### config.mk
export PLATFORM = sky130hd
export DESIGN_NAME = ifetch_unit
export DESIGN_NICKNAME = d
export VERILOG_FILES = /design/src/rtl/ifetch_pkg.sv /design/src/rtl/ifetch_fifo.sv /design/src/rtl/ifetch_unit.sv
export SDC_FILE = /design/constraint.sdc
export NUM_CORES = 1
export LEC_CHECK = 0
export BUFFER_PORTS_ARGS = -buffer_cell sky130_fd_sc_hd__clkbuf_2
export CORE_MARGIN = 10
export CORE_UTILIZATION = 40
export DETAILED_ROUTE_END_ITERATION = 10
export GPL_TIMING_DRIVEN = 1
export SLEW_MARGIN = 10
export SYNTH_ARGS = -nofsm -noshare
export SYNTH_HDL_FRONTEND = slang
export SYNTH_HIERARCHICAL = 1
export SYNTH_SLANG_ARGS = --single-unit
### constraint.sdc
create_clock -name clk_i -period 5.2 [get_ports clk_i]
set_input_delay 1.04 -clock clk_i [delete_from_list [all_inputs] [get_ports clk_i]]
set_output_delay 1.04 -clock clk_i [all_outputs]
set_load 0.01 [all_outputs]
### src/rtl/ifetch_pkg.sv
// Shared types and constants for the instruction fetch unit and its fetch buffer.
package ifetch_pkg;

  typedef enum logic [1:0] {
    FETCH = 2'd0,
    HALT  = 2'd1,
    ERR   = 2'd2
  } state_e;

  typedef struct packed {
    logic [31:0] pc;
    logic [31:0] instr;
  } fetch_entry_t;

  localparam logic [31:0] INSTR_ILLEGAL_ZERO = 32'h0;
  localparam logic [31:0] PC_STEP            = 32'd4;

endpackage

### src/rtl/ifetch_fifo.sv
// Synchronous FIFO of fetch entries; flush empties it and overrides a same-cycle push.
module ifetch_fifo
  import ifetch_pkg::*;
#(
  parameter int DEPTH = 2
) (
  input  logic         clk_i,
  input  logic         rst_ni,
  input  logic         push_i,
  input  fetch_entry_t entry_i,
  input  logic         pop_i,
  input  logic         flush_i,
  output logic         full_o,
  output logic         empty_o,
  output fetch_entry_t head_o
);

  localparam int AW = $clog2(DEPTH);
  localparam logic [AW:0] PTR_ONE = {{AW{1'b0}}, 1'b1};

  logic [AW:0]  wr_ptr_q, wr_ptr_d;
  logic [AW:0]  rd_ptr_q, rd_ptr_d;
  fetch_entry_t mem_q [DEPTH];
  logic         do_pop;
  logic         do_push;

  // Pointers carry one extra bit so full and empty can be told apart.
  assign empty_o = (wr_ptr_q == rd_ptr_q);
  assign full_o  = (wr_ptr_q[AW] != rd_ptr_q[AW]) &&
                   (wr_ptr_q[AW-1:0] == rd_ptr_q[AW-1:0]);
  assign head_o  = mem_q[rd_ptr_q[AW-1:0]];

  assign do_pop  = pop_i && !empty_o;
  assign do_push = push_i && (!full_o || do_pop) && !flush_i;

  always_comb begin
    wr_ptr_d = wr_ptr_q;
    rd_ptr_d = rd_ptr_q;
    if (flush_i) begin
      wr_ptr_d = '0;
      rd_ptr_d = '0;
    end else begin
      if (do_push) wr_ptr_d = wr_ptr_q + PTR_ONE;
      if (do_pop)  rd_ptr_d = rd_ptr_q + PTR_ONE;
    end
  end

  always_ff @(posedge clk_i or negedge rst_ni) begin
    if (!rst_ni) begin
      wr_ptr_q <= '0;
      rd_ptr_q <= '0;
      for (int i = 0; i < DEPTH; i++) mem_q[i] <= '0;
    end else begin
      wr_ptr_q <= wr_ptr_d;
      rd_ptr_q <= rd_ptr_d;
      if (do_push) mem_q[wr_ptr_q[AW-1:0]] <= entry_i;
    end
  end

endmodule

### src/rtl/ifetch_unit.sv
// Instruction fetch unit: PC register, fetch FSM and redirect handling in front of the fetch buffer.
module ifetch_unit
  import ifetch_pkg::*;
#(
  parameter logic [31:0] RESET_PC   = 32'h0000_0000,
  parameter int          FIFO_DEPTH = 2
) (
  input  logic        clk_i,
  input  logic        rst_ni,
  output logic [31:0] imem_addr_o,
  input  logic [31:0] imem_instr_i,
  output logic [31:0] instr_o,
  output logic [31:0] pc_o,
  output logic        valid_o,
  input  logic        ready_i,
  input  logic        redirect_i,
  input  logic [31:0] redirect_pc_i,
  output logic        halt_o,
  output logic        err_o
);

  state_e       state_q, state_d;
  logic [31:0]  pc_q, pc_d;
  logic         push, flush, pop;
  logic         fifo_full, fifo_empty;
  fetch_entry_t push_entry, head;

  assign pop              = valid_o && ready_i;
  assign push_entry.pc    = pc_q;
  assign push_entry.instr = imem_instr_i;

  // A pop frees a slot in the same cycle, so a full buffer can still accept a fetch.
  always_comb begin
    state_d = state_q;
    pc_d    = pc_q;
    push    = 1'b0;
    flush   = 1'b0;
    unique case (state_q)
      FETCH: begin
        if (!fifo_full || pop) begin
          if (imem_instr_i != INSTR_ILLEGAL_ZERO) begin
            push = 1'b1;
            pc_d = pc_q + PC_STEP;
          end else begin
            state_d = HALT;
          end
        end
      end
      HALT:    ;
      ERR:     ;
      default: state_d = ERR;
    endcase
    if (redirect_i) begin
      flush = 1'b1;
      push  = 1'b0;
      if (redirect_pc_i[1:0] == 2'b00) begin
        pc_d    = redirect_pc_i;
        state_d = FETCH;
      end else begin
        pc_d    = pc_q;
        state_d = ERR;
      end
    end
  end

  always_ff @(posedge clk_i or negedge rst_ni) begin
    if (!rst_ni) begin
      state_q <= FETCH;
      pc_q    <= RESET_PC;
    end else begin
      state_q <= state_d;
      pc_q    <= pc_d;
    end
  end

  ifetch_fifo #(
    .DEPTH(FIFO_DEPTH)
  ) u_fifo (
    .clk_i   (clk_i),
    .rst_ni  (rst_ni),
    .push_i  (push),
    .entry_i (push_entry),
    .pop_i   (pop),
    .flush_i (flush),
    .full_o  (fifo_full),
    .empty_o (fifo_empty),
    .head_o  (head)
  );

  assign imem_addr_o = pc_q;
  assign instr_o     = head.instr;
  assign pc_o        = head.pc;
  assign valid_o     = !fifo_empty;
  assign halt_o      = (state_q == HALT);
  assign err_o       = (state_q == ERR);

endmodule

# [Word level (Yosys, flattened, before mapping)]
# Index checks and enable logic that the tools add are counted.
# W data, S select, Z words.
[word_totals] regBits=166 out_inout_bits=99
[classes] n_eq_ne=9 mux=25 n_reduce_logical=22 order_cmp=3 bitwise_logic=2 addsub=3
[ops] cell="$mux W64" count=4
[ops] cell="$mux W32" count=5
[ops] cell="$bwmux W128" count=1
[ops] cell="$demux W64 S1" count=1
[ops] cell="$add A32 B3 Y32 const B" count=1
[ops] cell="$reduce_bool A32 Y1" count=1
[ops] cell="$mux W2" count=8
[ops] cell="$reduce_bool A2 Y1" count=5
[ops] cell="$logic_and A1 B1 Y1" count=6
[ops] cell="$ne A3 B3 Y1 const B" count=2
[ops] cell="$mux W1" count=5
[ops] cell="$add A2 B1 Y2 const B" count=2
[ops] cell="$ge A2 B2 Y1 const B" count=2
[ops] cell="$logic_not A2 Y1" count=2
[ops] cell="$ne A2 B1 Y1 const B" count=2
[ops] cell="$not A1 Y2" count=2
[ops] cell="$pmux W2 S2" count=1
[ops] cell="$reduce_and A4 Y1" count=1
[ops] cell="$logic_not A1 Y1" count=3
[ops] cell="$reduce_and A3 Y1" count=1
[ops] cell="$eq A2 B1 Y1 const B" count=1
[ops] cell="$eq A2 B2 Y1" count=1
[ops] cell="$eq A2 B2 Y1 const B" count=1
[ops] cell="$logic_or A1 B1 Y1" count=2
[ops] cell="other kinds (4)" count=4

# [Longest topological paths before layout]
# Gate-level depths: netlist of run 1.
[depth] word_depth=11 ltp_mapped=15 ltp_nobuf=9

# [Modules after synthesis]
# The synthesis of run 1 kept the hierarchy.
[modules_own_cells] mod="ifetch_fifo" area_each_um2=5796.8 cells_each=371 n_inst=1 seq_area_each_um2=3303.2
[modules_own_cells] mod="ifetch_unit" area_each_um2=2443.6 cells_each=294 n_inst=1 seq_area_each_um2=850.8

# [Worst setup path before layout of run 1]
# OpenSTA, ideal clock, no wires.
[synth_timing] path_type="flip-flop to flip-flop" start="register u_fifo.rd_ptr_q[0]" end="register u_fifo/mem_q[105] in the netlist's numbering" slack_ps=1926 n_path_buf=6 synth_period_minus_slack_ps=3274 stages_incl_launch_ff=16 required_time_ps=5073 t_arrival_ps=3146 path_cell_list="dfrtp_1 -> clkbuf_1 -> buf_2 -> buf_1 -> xor2_1 -> nor2_1 -> nand2b_1 -> a21oi_1 -> nand2b_1 -> buf_4 -> inv_2 -> buf_6 -> nor2b_1 -> o311ai_4 -> buf_6 -> mux2_1"
[synth_via] elab_chain_cells=9 word_cells_on_any_way=14 classes_between="2 x eq/ne; 3 x mux; 9 x reduce/logical"
[synth_lines] item="start, declared" line_no="ifetch_fifo.sv:22" rtl="logic [AW:0] rd_ptr_q, rd_ptr_d;"
[synth_lines] item="start signal, assigned" line_no="ifetch_fifo.sv:55" rtl="rd_ptr_q <= rd_ptr_d;"
[synth_lines] item="$eq A2 B2 Y1" line_no="ifetch_fifo.sv:28" rtl="assign empty_o = (wr_ptr_q == rd_ptr_q);"
[synth_lines] item="via fifo_empty" line_no="ifetch_unit.sv:25" rtl="logic fifo_full, fifo_empty;"
[synth_lines] item="$logic_not A1 Y1" line_no="ifetch_unit.sv:93" rtl="assign valid_o = !fifo_empty;"
[synth_lines] item="$logic_and A1 B1 Y1" line_no="ifetch_unit.sv:28" rtl="assign pop = valid_o && ready_i;"
[synth_lines] item="$logic_or A1 B1 Y1" line_no="ifetch_unit.sv:40" rtl="if (!fifo_full || pop) begin"
[synth_lines] item="$mux W1" line_no="ifetch_unit.sv:40"
[synth_lines] item="$mux W1" line_no="ifetch_unit.sv:38" rtl="unique case (state_q)"
[synth_lines] item="$mux W1" line_no="ifetch_unit.sv:53" rtl="if (redirect_i) begin"
[synth_lines] item="via push" line_no="ifetch_unit.sv:24" rtl="logic push, flush, pop;"
[synth_lines] item="$logic_and A1 B1 Y1 (2 in series)" line_no="ifetch_fifo.sv:34" rtl="assign do_push = push_i && (!full_o || do_pop) && !flush_i;"
[synth_lines] item="end signal, assigned by index" line_no="ifetch_fifo.sv:56" rtl="if (do_push) mem_q[wr_ptr_q[AW-1:0]] <= entry_i;"
[synth_lines] item="end, declared" line_no="ifetch_fifo.sv:23" rtl="fetch_entry_t mem_q [DEPTH];"
# The timed path passes the listed nets, and every way through them passes these cells.
# A chain may end at the register's enable or synchronous reset.

# [Worst setup path after layout of run 1]
[layout_timing] start="input port imem_instr_i[25]" end="register u_fifo/mem_q[112] in the netlist's numbering"
[layout_via] elab_chain_cells=7
[layout_lines] item="start, declared" line_no="ifetch_unit.sv:11" rtl="input logic [31:0] imem_instr_i,"
[layout_lines] item="$reduce_bool A32 Y1" line_no="ifetch_unit.sv:41" rtl="if (imem_instr_i != INSTR_ILLEGAL_ZERO) begin"
[layout_lines] item="$mux W1" line_no="ifetch_unit.sv:41"
[layout_lines] item="$mux W1" line_no="ifetch_unit.sv:40"
[layout_lines] item="$mux W1" line_no="ifetch_unit.sv:38"
[layout_lines] item="$mux W1" line_no="ifetch_unit.sv:53"
[layout_lines] item="$logic_and A1 B1 Y1 (2 in series)" line_no="ifetch_fifo.sv:34"
# Every way passes these cells.

==> results.toml, run 1 <==
[die]
top_level_ports = 167
std_cell_rows = 52
die_h_um = 164
die_area_um2 = 26700
initial_core_util_pct = 40.7
core_area_um2 = 20200
die_w_um = 164

[finish]
design.final.nets = 890
drive_gt1_share_pct = 49.6
mostFrequentLayoutCells = "mux2_2, dfrtp_1, clkbuf_2, nand2_1, nor2_1"
syn_to_final_growth_pct = 19.6
final-seq-area_um2 = 4160
layout.filler_cells = 1856
final_util_pct = 48.7
multi_input_gate_area_um2 = 3820
most_frequent_standard_cell_in_the_layout_excluding_fill_and_tap_cells = "mux2_2"

[setup_path]
worstPathMaxFanout = 31
end_kind = "register"
startpoint = "imem_instr_i[25]"
criticalPathCategory = "in2reg"
buffers_plus_inverters_on_the_worst_setup_path = 3
critPathMaxStageDelay_ns = 0.52
largest_delay_contributor_family_on_the_critical_path = "simple AND/OR/NAND/NOR gates"
critical_path.cell_chain = "clkbuf_2 -> nor4_1 -> nand2_1 -> nor4_4 -> nand2b_1 -> inv_2 -> nor2b_1 -> o311ai_4 -> buf_4 -> mux2_2"
worst_r2r_startpoint = "u_fifo/wr_ptr_q[0]$_DFFE_PN0P_"
setup.worst_path.start_class = "primary input"
crit_path_top_delay_cell = "nor4_4"
worst-endpoint-arrival_ns = 4.14
timing.critical_path.required_ns = 5.51

[run_status]
outcome = "complete, no violations"

[synthesis]
synth-edff-count = 0
ys.warnings.count = 6
synth_seq_cells = 166
synth_area_leaders = "dfrtp_1, mux2_2, o221ai_1"
synthFlopType = "dfrtp_1"
synth_largest_type_area_fraction_pct = 50.4
synth.largest_area_cell = "dfrtp_1"
synth.yosys.seq_area_share_pct = 50.4
synthDistinctLibCells = 59
synth_cells = 665
synth_area_um2 = 8240
syn_avg_cell_area_um2 = 12.4
net_count_after_synthesis = 737
async_flop_share_pct = 100

[sta]
rsz0062_at_grt = "no"
timing.final.hold_violations = 0
final_period_minus_worst_setup_slack_ns = 3.82
clock.fmax_ghz = 0.262
slew-limit-headroom_pct = 25.4
clock_skew_ns = 0.0114
max_slew.worst_pin.slew_ns = 1.11
timing.final.setup_violations = 0
finalCritPeriodShare_pct = 73.5
tns_ns = 0
timing_max_transition_violations_final = 0

[placement]
gpl.final_weighted_congestion = 0.820
port_buffers = 166
dp.final_hpwl_um = 14400

[routing]
routed_wl_um = 21300
via_per_inst = 5.43
wl_per_cell_um = 19.3
drc = 0
antenna_left = 0
drt_first_pass_iters = 7
initialDrtViolationCount = 282
via_count = 5981

[clock_network]
ctsLongestPathBuffers = 2
cts.hold.buffers_added = 0
clock_sinks = 166
cts_resized = 0
clock_tree_from_tritoncts = "yes"
clk_pin_slew_worst_setup_hold_paths_ns = 0.07
clock_latency_late_sink_ns = 0.43
cts_post_setup_buffers_inserted = 0
ctsRootBufferMaster = "clkbuf_16"
h-tree-depth = 4
cts-buffers-inserted = 17

[global_routing]
global_route.usage.total_pct = 16.1
grt_antenna_before_repair = 1
grt_pass1_wl_um = 34600
overflow = 0
first_global_vias = 6236
grt_max_degree = 85

[pwr]
ir_drop_mv = 0.206
fin_total_pwr_w = 0.00412
power.leakage_nw = 4.61
pwr_density_cell_nw_per_um2 = 418

[hold_path]
hold_path_class = "reg2reg"
min_from = "u_fifo/mem_q[71]$_DFFE_PN0P_"

[run]
cap_violations = 0
routing by layer:
metal  global-route usage (%)  up-vias  share of wire (%)
met1                     20.8     3019                 44
met5                        0        -                  0
met4                     5.36        0                1.4
met3                     4.15       17                6.0
met2                     25.9      157                 49
li1                         -     2788                  -
area by class of cell:
cell class | instances | share of cell area, %
clock buffer | 18 | 4.45
timing repair buffer | 175 | 9.43
antenna | 1 | 0.0254
sequential | 166 | 42.2
inverter | 12 | 0.457
tap | 270 | 3.43
clock inverter | 14 | 1.27
multi-input combinational | 446 | 38.8
final timing paths:
kind | endpoint | cells after the start | slack, ns
max | u_fifo/mem_q[112]$_DFFE_PN0P_ | 10 | 1.38
min | u_fifo/mem_q[71]$_DFFE_PN0P_ | 1 | 0.49
max reg2reg | u_fifo/mem_q[2]$_DFFE_PN0P_ | 9 | 1.72
min reg2reg | u_fifo/mem_q[71]$_DFFE_PN0P_ | 1 | 0.49
max in group asynchronous | u_fifo/rd_ptr_q[0]$_DFFE_PN0P_ | 2 | 3.60
min in group asynchronous | u_fifo/mem_q[26]$_DFFE_PN0P_ | 1 | 0.64
registers in the layout, indices dropped and copies added, names as in the netlist:
register         cells
imem_addr_o         32
state_q              2
u_fifo/mem_q       128
u_fifo/rd_ptr_q      2
u_fifo/wr_ptr_q      2
synth_stat cells, types with 3 or more instances:
library cell and count:
nand3b_1 4, nand2b_1 5, buf_2 10, and2_1 5
o211ai_1 4, a22oi_1 9, nand2_1 41, a21oi_1 12
nor2_1 33, nand3_1 22, buf_6 8, inv_1 11
nor3_1 7, a221oi_1 5, nor4_1 12, a32oi_1 3
nor4_2 3, a31oi_1 4, o21ai_0 5, a311oi_1 4
clkbuf_1 20, dfrtp_1 166, and3_1 6, mux2_2 191
nand4_1 6, mux2_1 5, o221ai_1 21, ha_1 4
where the power goes:
group          switching, W  total, W  leakage (nW)  internal, W
logic              0.000509   0.00107          2.28     0.000563
registers          0.000233   0.00182          2.08      0.00158
clock network      0.000557   0.00123         0.262     0.000675
cells by family after synthesis:
family | after synthesis | share of synthesized area (%)
XOR/XNOR | 3 | 0.410
adder cells (fa/ha/maj) | 4 | 0.607
AO/OA/AOI/OAI | 88 | 8.41
flip-flops | 166 | 50.4
buffers and inverters | 53 | 3.34
multiplexers | 196 | 26.8
AND/OR/NAND/NOR | 155 | 10.0
metrics by stage:
| stage | hold WS [ns] | worst slack (ns) | instance area (µm²) | cells |
|---|---|---|---|---|
| 6_report | 0.495 | 1.38 | 9860 | 1102 |
| 5_1_grt | 0.509 | 1.19 | 9860 | 1102 |
| 4_1_cts | 0.498 | 1.37 | 9860 | 1101 |
| 3_5_place_dp | 0.482 | 0.905 | 9290 | 1069 |
| 3_3_place_gp | 0.479 | 1.00 | 9290 | 1069 |
| 2_1_floorplan | 0.460 | 1.93 | 8240 | 665 |
worst reg2reg max path, delay by kind of cell (launching register included):
kind | cells | cell delay, ns
AOI/OAI and AO/OA | 2 | 0.91
xor gates and xnor gates | 1 | 0.23
buffers and inverters | 2 | 0.84
and+or+nand+nor | 3 | 0.54
DFF | 1 | 0.53
muxes | 1 | 0.31
Note: power is estimated with default switching activity, not from simulation.
==> run 2: changes to the inputs <==
clock period = 3.4 ns   (was 5.2 ns; I/O delays follow)
==> run 2 against run 1 <==
Die area stayed put. Sequential power is 52% higher. Power is 56% higher. Clock power is 63% higher. Worst hold slack worse by 0.21 ns. Critical path depth stayed put. Final cell count is 0.73% higher. Register-to-register slack worse by 1.3 ns. Utilization is 0.78 points higher. Combinational power is 55% higher. Critical path type is now reg2reg.
==> results.toml, run 2 (same netlist as run 1, synthesis figures left out) <==
[placement]
dp.final_hpwl_um = 15000
gpl.final_weighted_congestion = 0.810
detailed_place.area_um2 = 9400
port_buffers = 166
placed_cells_incl_taps = 1078

[setup_path]
crit_path_top_delay_cell = "dfrtp_1"
timing.critical_path.required_ns = 3.70
setup.worst_path.start_class = "register"
crit_path_frequent_cell = "nand2b_1"
cell_count_of_the_worst_reg_to_reg_path = 10
buffers_plus_inverters_on_the_worst_setup_path = 2
r2r-end = "u_fifo/mem_q[107]$_DFFE_PN0P_"
critical_path.cell_chain = "xor2_1 -> nor2_1 -> nand2b_1 -> a21oi_1 -> nand2b_1 -> inv_2 -> nor2b_1 -> o311ai_4 -> buf_12 -> mux2_1"
worst-endpoint-arrival_ns = 3.25
end_kind = "register"
critPathMaxStageDelay_ns = 0.54
setup.reg_to_reg.worst_slack_ns = 0.45
largest_delay_contributor_family_on_the_critical_path = "simple AND/OR/NAND/NOR gates"
criticalPathCategory = "reg2reg"
worstPathMaxFanout = 30
worst_r2r_startpoint = "u_fifo/wr_ptr_q[0]$_DFFE_PN0P_"

[routing]
via_per_inst = 5.36
via_count = 5945
wl_per_cell_um = 19.3
wl_met1_um = 9480
routed_wl_um = 21400
initialDrtViolationCount = 288
highest-signal-layer = "met4"
drt_first_pass_iters = 4
antenna_left = 0
drc = 0
met3WireLength_um = 1150
met2WireLength_um = 10400

[clock_network]
cts_post_setup_buffers_inserted = 0
cts-buffers-inserted = 17
clock_tree_from_tritoncts = "yes"
cts_resized = 0
clk_pin_slew_worst_setup_hold_paths_ns = 0.06
h-tree-depth = 4
ctsRootBufferMaster = "clkbuf_16"
ctsLongestPathBuffers = 2
cts.hold.buffers_added = 0
clock_sinks = 166
clock_latency_late_sink_ns = 0.43

[finish]
final_cells = 1110
post-route-cell-area_um2 = 10000
mostFrequentLayoutCells = "mux2_2, dfrtp_1, clkbuf_2, nand2_1, nor2_1"
design.final.nets = 899
syn_to_final_growth_pct = 21.6
drive_gt1_share_pct = 50.0
largest_register_ff_count = 128
largest-register = "u_fifo/mem_q"
antenna-diode-count = 0
most_frequent_standard_cell_in_the_layout_excluding_fill_and_tap_cells = "mux2_2"

[die]
initial_core_util_pct = 40.7
std_cell_rows = 52
die_h_um = 164
die_w_um = 164
core_area_um2 = 20200
die_area_um2 = 26700
top_level_ports = 167

[global_routing]
first_global_vias = 6463
grt_max_degree = 82
grt_pass1_wl_um = 35000
global_route.usage.total_pct = 16.3
overflow = 0
grt_antenna_before_repair = 0

[sta]
max_slew.worst_pin.slew_ns = 1.01
finalCritPeriodShare_pct = 86.8
timing.final.setup_violations = 0
timing_max_transition_violations_final = 0
timing.final.hold_violations = 0
rsz0062_at_grt = "no"
slew-limit-headroom_pct = 32.8
final_period_minus_worst_setup_slack_ns = 2.95
clock.fmax_ghz = 0.339
tns_ns = 0
clock_skew_ns = 0.0116

[pwr]
fin_total_pwr_w = 0.00645
power.leakage_nw = 4.71
ir_drop_mv = 0.339
pwr_density_cell_nw_per_um2 = 644

[hold_path]
hold_path_class = "in2async"

[run_status]
outcome = "complete, no violations"

[run]
cap_violations = 0
-- run 2: metrics by stage --
stage	setup WS (ns)	util [%]	hold slack (ns)
2_1_floorplan	0.126	-	0.384
3_3_place_gp	0.449	46.4	0.475
3_5_place_dp	0.445	46.4	0.481
4_1_cts	0.445	49.5	0.328
5_1_grt	0.264	49.5	0.354
6_report	0.450	49.5	0.289
-- run 2: how the worst max path moves through the flow --
stage,startpoint,end,slack (ns),cells after the start
floorplan,u_fifo/rd_ptr_q[0]$_DFFE_PN0P_,u_fifo/mem_q[105]$_DFFE_PN0P_,0.13,15
global placement,imem_instr_i[25],u_fifo/mem_q[120]$_DFFE_PN0P_,0.45,10
detailed placement,imem_instr_i[25],u_fifo/mem_q[124]$_DFFE_PN0P_,0.44,10
CTS,u_fifo/rd_ptr_q[0]$_DFFE_PN0P_,u_fifo/mem_q[32]$_DFFE_PN0P_,0.44,5
global route,u_fifo/wr_ptr_q[0]$_DFFE_PN0P_,u_fifo/mem_q[107]$_DFFE_PN0P_,0.26,10
finish,u_fifo/wr_ptr_q[0]$_DFFE_PN0P_,u_fifo/mem_q[107]$_DFFE_PN0P_,0.45,10
-- run 2: power breakdown --
| part | total (W) | internal, W | leakage [nW] | switching, W |
|---|---|---|---|---|
| Combinational | 0.00166 | 0.000874 | 2.34 | 0.000788 |
| Sequential | 0.00277 | 0.00242 | 2.08 | 0.000348 |
| Clock | 0.00201 | 0.00122 | 0.295 | 0.000798 |
-- run 2: routing by layer --
layer  track usage [%]  vias up
met3              3.90       24
met1              20.7     2973
met2              26.8      142
met5                 0        -
li1                  -     2806
met4              5.48        0
-- run 2: cell type report --
class	instances	area [µm²]
clock buffer	21	470
clock inverter	11	149
fill	1849	10200
inverter	12	45.0
multi-input combinational	446	3820
sequential	166	4160
tap	270	338
timing repair buffer	184	1030
==> run 3: changes to the inputs <==
CORE_UTILIZATION = 50   (was 40)
PLACE_DENSITY = 0.77   (was default)
clock period = 2.7 ns   (was 3.4 ns; I/O delays follow)
==> run 3 against run 2 <==
Critical path depth fell by 2. Global-route usage rose by 2.9 points. Register-to-register slack got worse by 0.24 ns. First-iteration DRC count rose by 93%. Critical endpoint is now u_fifo/mem_q[18]$_DFFE_PN0P_.
==> results.toml, run 3 (same netlist as run 1, synthesis figures left out) <==
[run_status]
outcome = "complete, no violations"

[finish]
design.final.nets = 917
largest_register_ff_count = 128
syn_to_final_growth_pct = 23.4
multi_input_gate_area_um2 = 3860
mostFrequentLayoutCells = "mux2_2, dfrtp_1, clkbuf_2, nand2_1, nor2_1"
layout.filler_cells = 1261
drive_gt1_share_pct = 51.9
final_cells = 1074
final-seq-area_um2 = 4160
most_frequent_standard_cell_in_the_layout_excluding_fill_and_tap_cells = "mux2_2"
antenna-diode-count = 0
largest-register = "u_fifo/mem_q"

[placement]
placed_cells_incl_taps = 1042
port_buffers = 166
gpl.final_weighted_congestion = 0.849
dp.final_hpwl_um = 15000

[die]
core_area_um2 = 16000
die_w_um = 148
top_level_ports = 167
die_h_um = 148
initial_core_util_pct = 51.5
std_cell_rows = 46
die_area_um2 = 22000

[setup_path]
end_kind = "register"
setup.reg_to_reg.worst_slack_ns = 0.21
criticalPathCategory = "reg2reg"
cell_count_of_the_worst_reg_to_reg_path = 8
worstPathMaxFanout = 28
r2r-end = "u_fifo/mem_q[18]$_DFFE_PN0P_"
worst-endpoint-arrival_ns = 2.80
worst_r2r_startpoint = "u_fifo/wr_ptr_q[1]$_DFFE_PN0P_"
setup.worst_path.start_class = "register"
timing.critical_path.required_ns = 3.01

[clock_network]
ctsRootBufferMaster = "clkbuf_16"
ctsLongestPathBuffers = 2
clock_latency_late_sink_ns = 0.43
clock_tree_from_tritoncts = "yes"
cts-buffers-inserted = 17
h-tree-depth = 4
clock_sinks = 166
clk_pin_slew_worst_setup_hold_paths_ns = 0.06
cts.hold.buffers_added = 0

[global_routing]
first_global_vias = 6478
grt_pass1_wl_um = 34500
global_route.usage.total_pct = 19.2
grt_max_degree = 64
grt_antenna_before_repair = 0
overflow = 0

[pwr]
p_sw_share_pct = 29.7
power.leakage_nw = 4.83
pwr_density_cell_nw_per_um2 = 807
p_int_w = 0.00577
share_seq_of_total_power_pct = 42.7
net-switching-power_w = 0.00244
ir_drop_mv = 0.450
power.combinational.fraction_pct = 26.1
clockPowerShare_pct = 31.3

[sta]
timing.final.setup_violations = 0
rsz0062_at_grt = "no"
finalCritPeriodShare_pct = 92.4
max_slew.worst_pin.slew_ns = 0.843
timing_max_transition_violations_final = 0
final_period_minus_worst_setup_slack_ns = 2.49
clock_skew_ns = 0.0130
slew-limit-headroom_pct = 43.5
timing.final.hold_violations = 0
final.hold.worst_slack_ns = 0.103
clock.fmax_ghz = 0.401

[routing]
drt_first_pass_iters = 6
drc = 0
routed_wl_um = 20900
via_per_inst = 5.78
antenna_left = 0
initialDrtViolationCount = 556
via_count = 6203
wl_per_cell_um = 19.5

[run]
cap_violations = 0

[hold_path]
hold_path_class = "in2async"
run 3: cell types whose count changed in the layout (fill, tap and decap cells not counted), sizes merged:
cell / delta
buf: +18
bufinv: +1
clkbuf: -1
clkinv: +1
clkinvlp: -1
run 3: metrics by stage:
stage	setup slack [ns]	utilization [%]	TNS (ns)	cell area (µm²)	power, W
finish	0.205	63.5	0	10200	0.00821
floorplan	0.00164	-	0	8310	0.00477
CTS	0.144	63.5	0	10200	0.00828
global placement	-0.0392	59.5	-1.23	9520	0.00563
detailed placement	-0.0897	59.5	-3.06	9520	0.00570
global route	0.0354	63.5	0	10200	0.00869
run 3: layout make-up:
class | count | share of cell area [%]
clock inverters | 12 | 1.74
inverters | 12 | 0.443
multi-input cells | 446 | 38.0
clock buffers | 20 | 4.49
repair buffers | 202 | 11.8
flip-flops and latches | 166 | 40.9
well taps | 216 | 2.66
run 3: worst max-delay path by stage:
stage                                    endpoint                           start  slack [ns]  cells past startpoint
floorplan           u_fifo/mem_q[100]$_DFFE_PN0P_                 imem_instr_i[1]       0.002                     11
global placement    u_fifo/mem_q[110]$_DFFE_PN0P_                imem_instr_i[24]       -0.04                     10
detailed placement  u_fifo/mem_q[103]$_DFFE_PN0P_                 imem_instr_i[2]       -0.09                     10
CTS                    imem_addr_o[3]$_DFFE_PN0P_  u_fifo/wr_ptr_q[1]$_DFFE_PN0P_        0.14                      7
global route         u_fifo/mem_q[25]$_DFFE_PN0P_  u_fifo/rd_ptr_q[1]$_DFFE_PN0P_        0.04                      8
finish               u_fifo/mem_q[18]$_DFFE_PN0P_  u_fifo/wr_ptr_q[1]$_DFFE_PN0P_        0.21                      8
run 3: routing by layer:
layer	part of all wire (%)	vias to the layer above	track usage, %
met5	0	-	0
met4	1.3	0	5.85
met3	7.3	24	5.34
met2	47	238	29.9
met1	45	3098	25.6
li1	-	2843	-
run 3: power groups by stage:
stage               logic, W  registers (W)  clock network [W]
floorplan            0.00133        0.00344                  0
global route         0.00236        0.00359            0.00274
global placement     0.00212        0.00351                  0
finish               0.00214        0.00350            0.00257
detailed placement   0.00216        0.00354                  0
CTS                  0.00218        0.00350            0.00261
run 3: repair_timing:
item / in CTS / in global routing
endpoints found under the setup margin: 0 / 24
buffers inserted: 0 / 0
resized for setup: 0 / 2
run 3: critical path, cell delays in order (launching register included):
cell and delay [ns]:
dfrtp_1 0.47, xor2_2 0.21, nor2_2 0.17, nand2b_4 0.16, inv_1 0.13, nand2b_1 0.27
o2111ai_4 0.35, buf_12 0.25, mux2_2 0.36
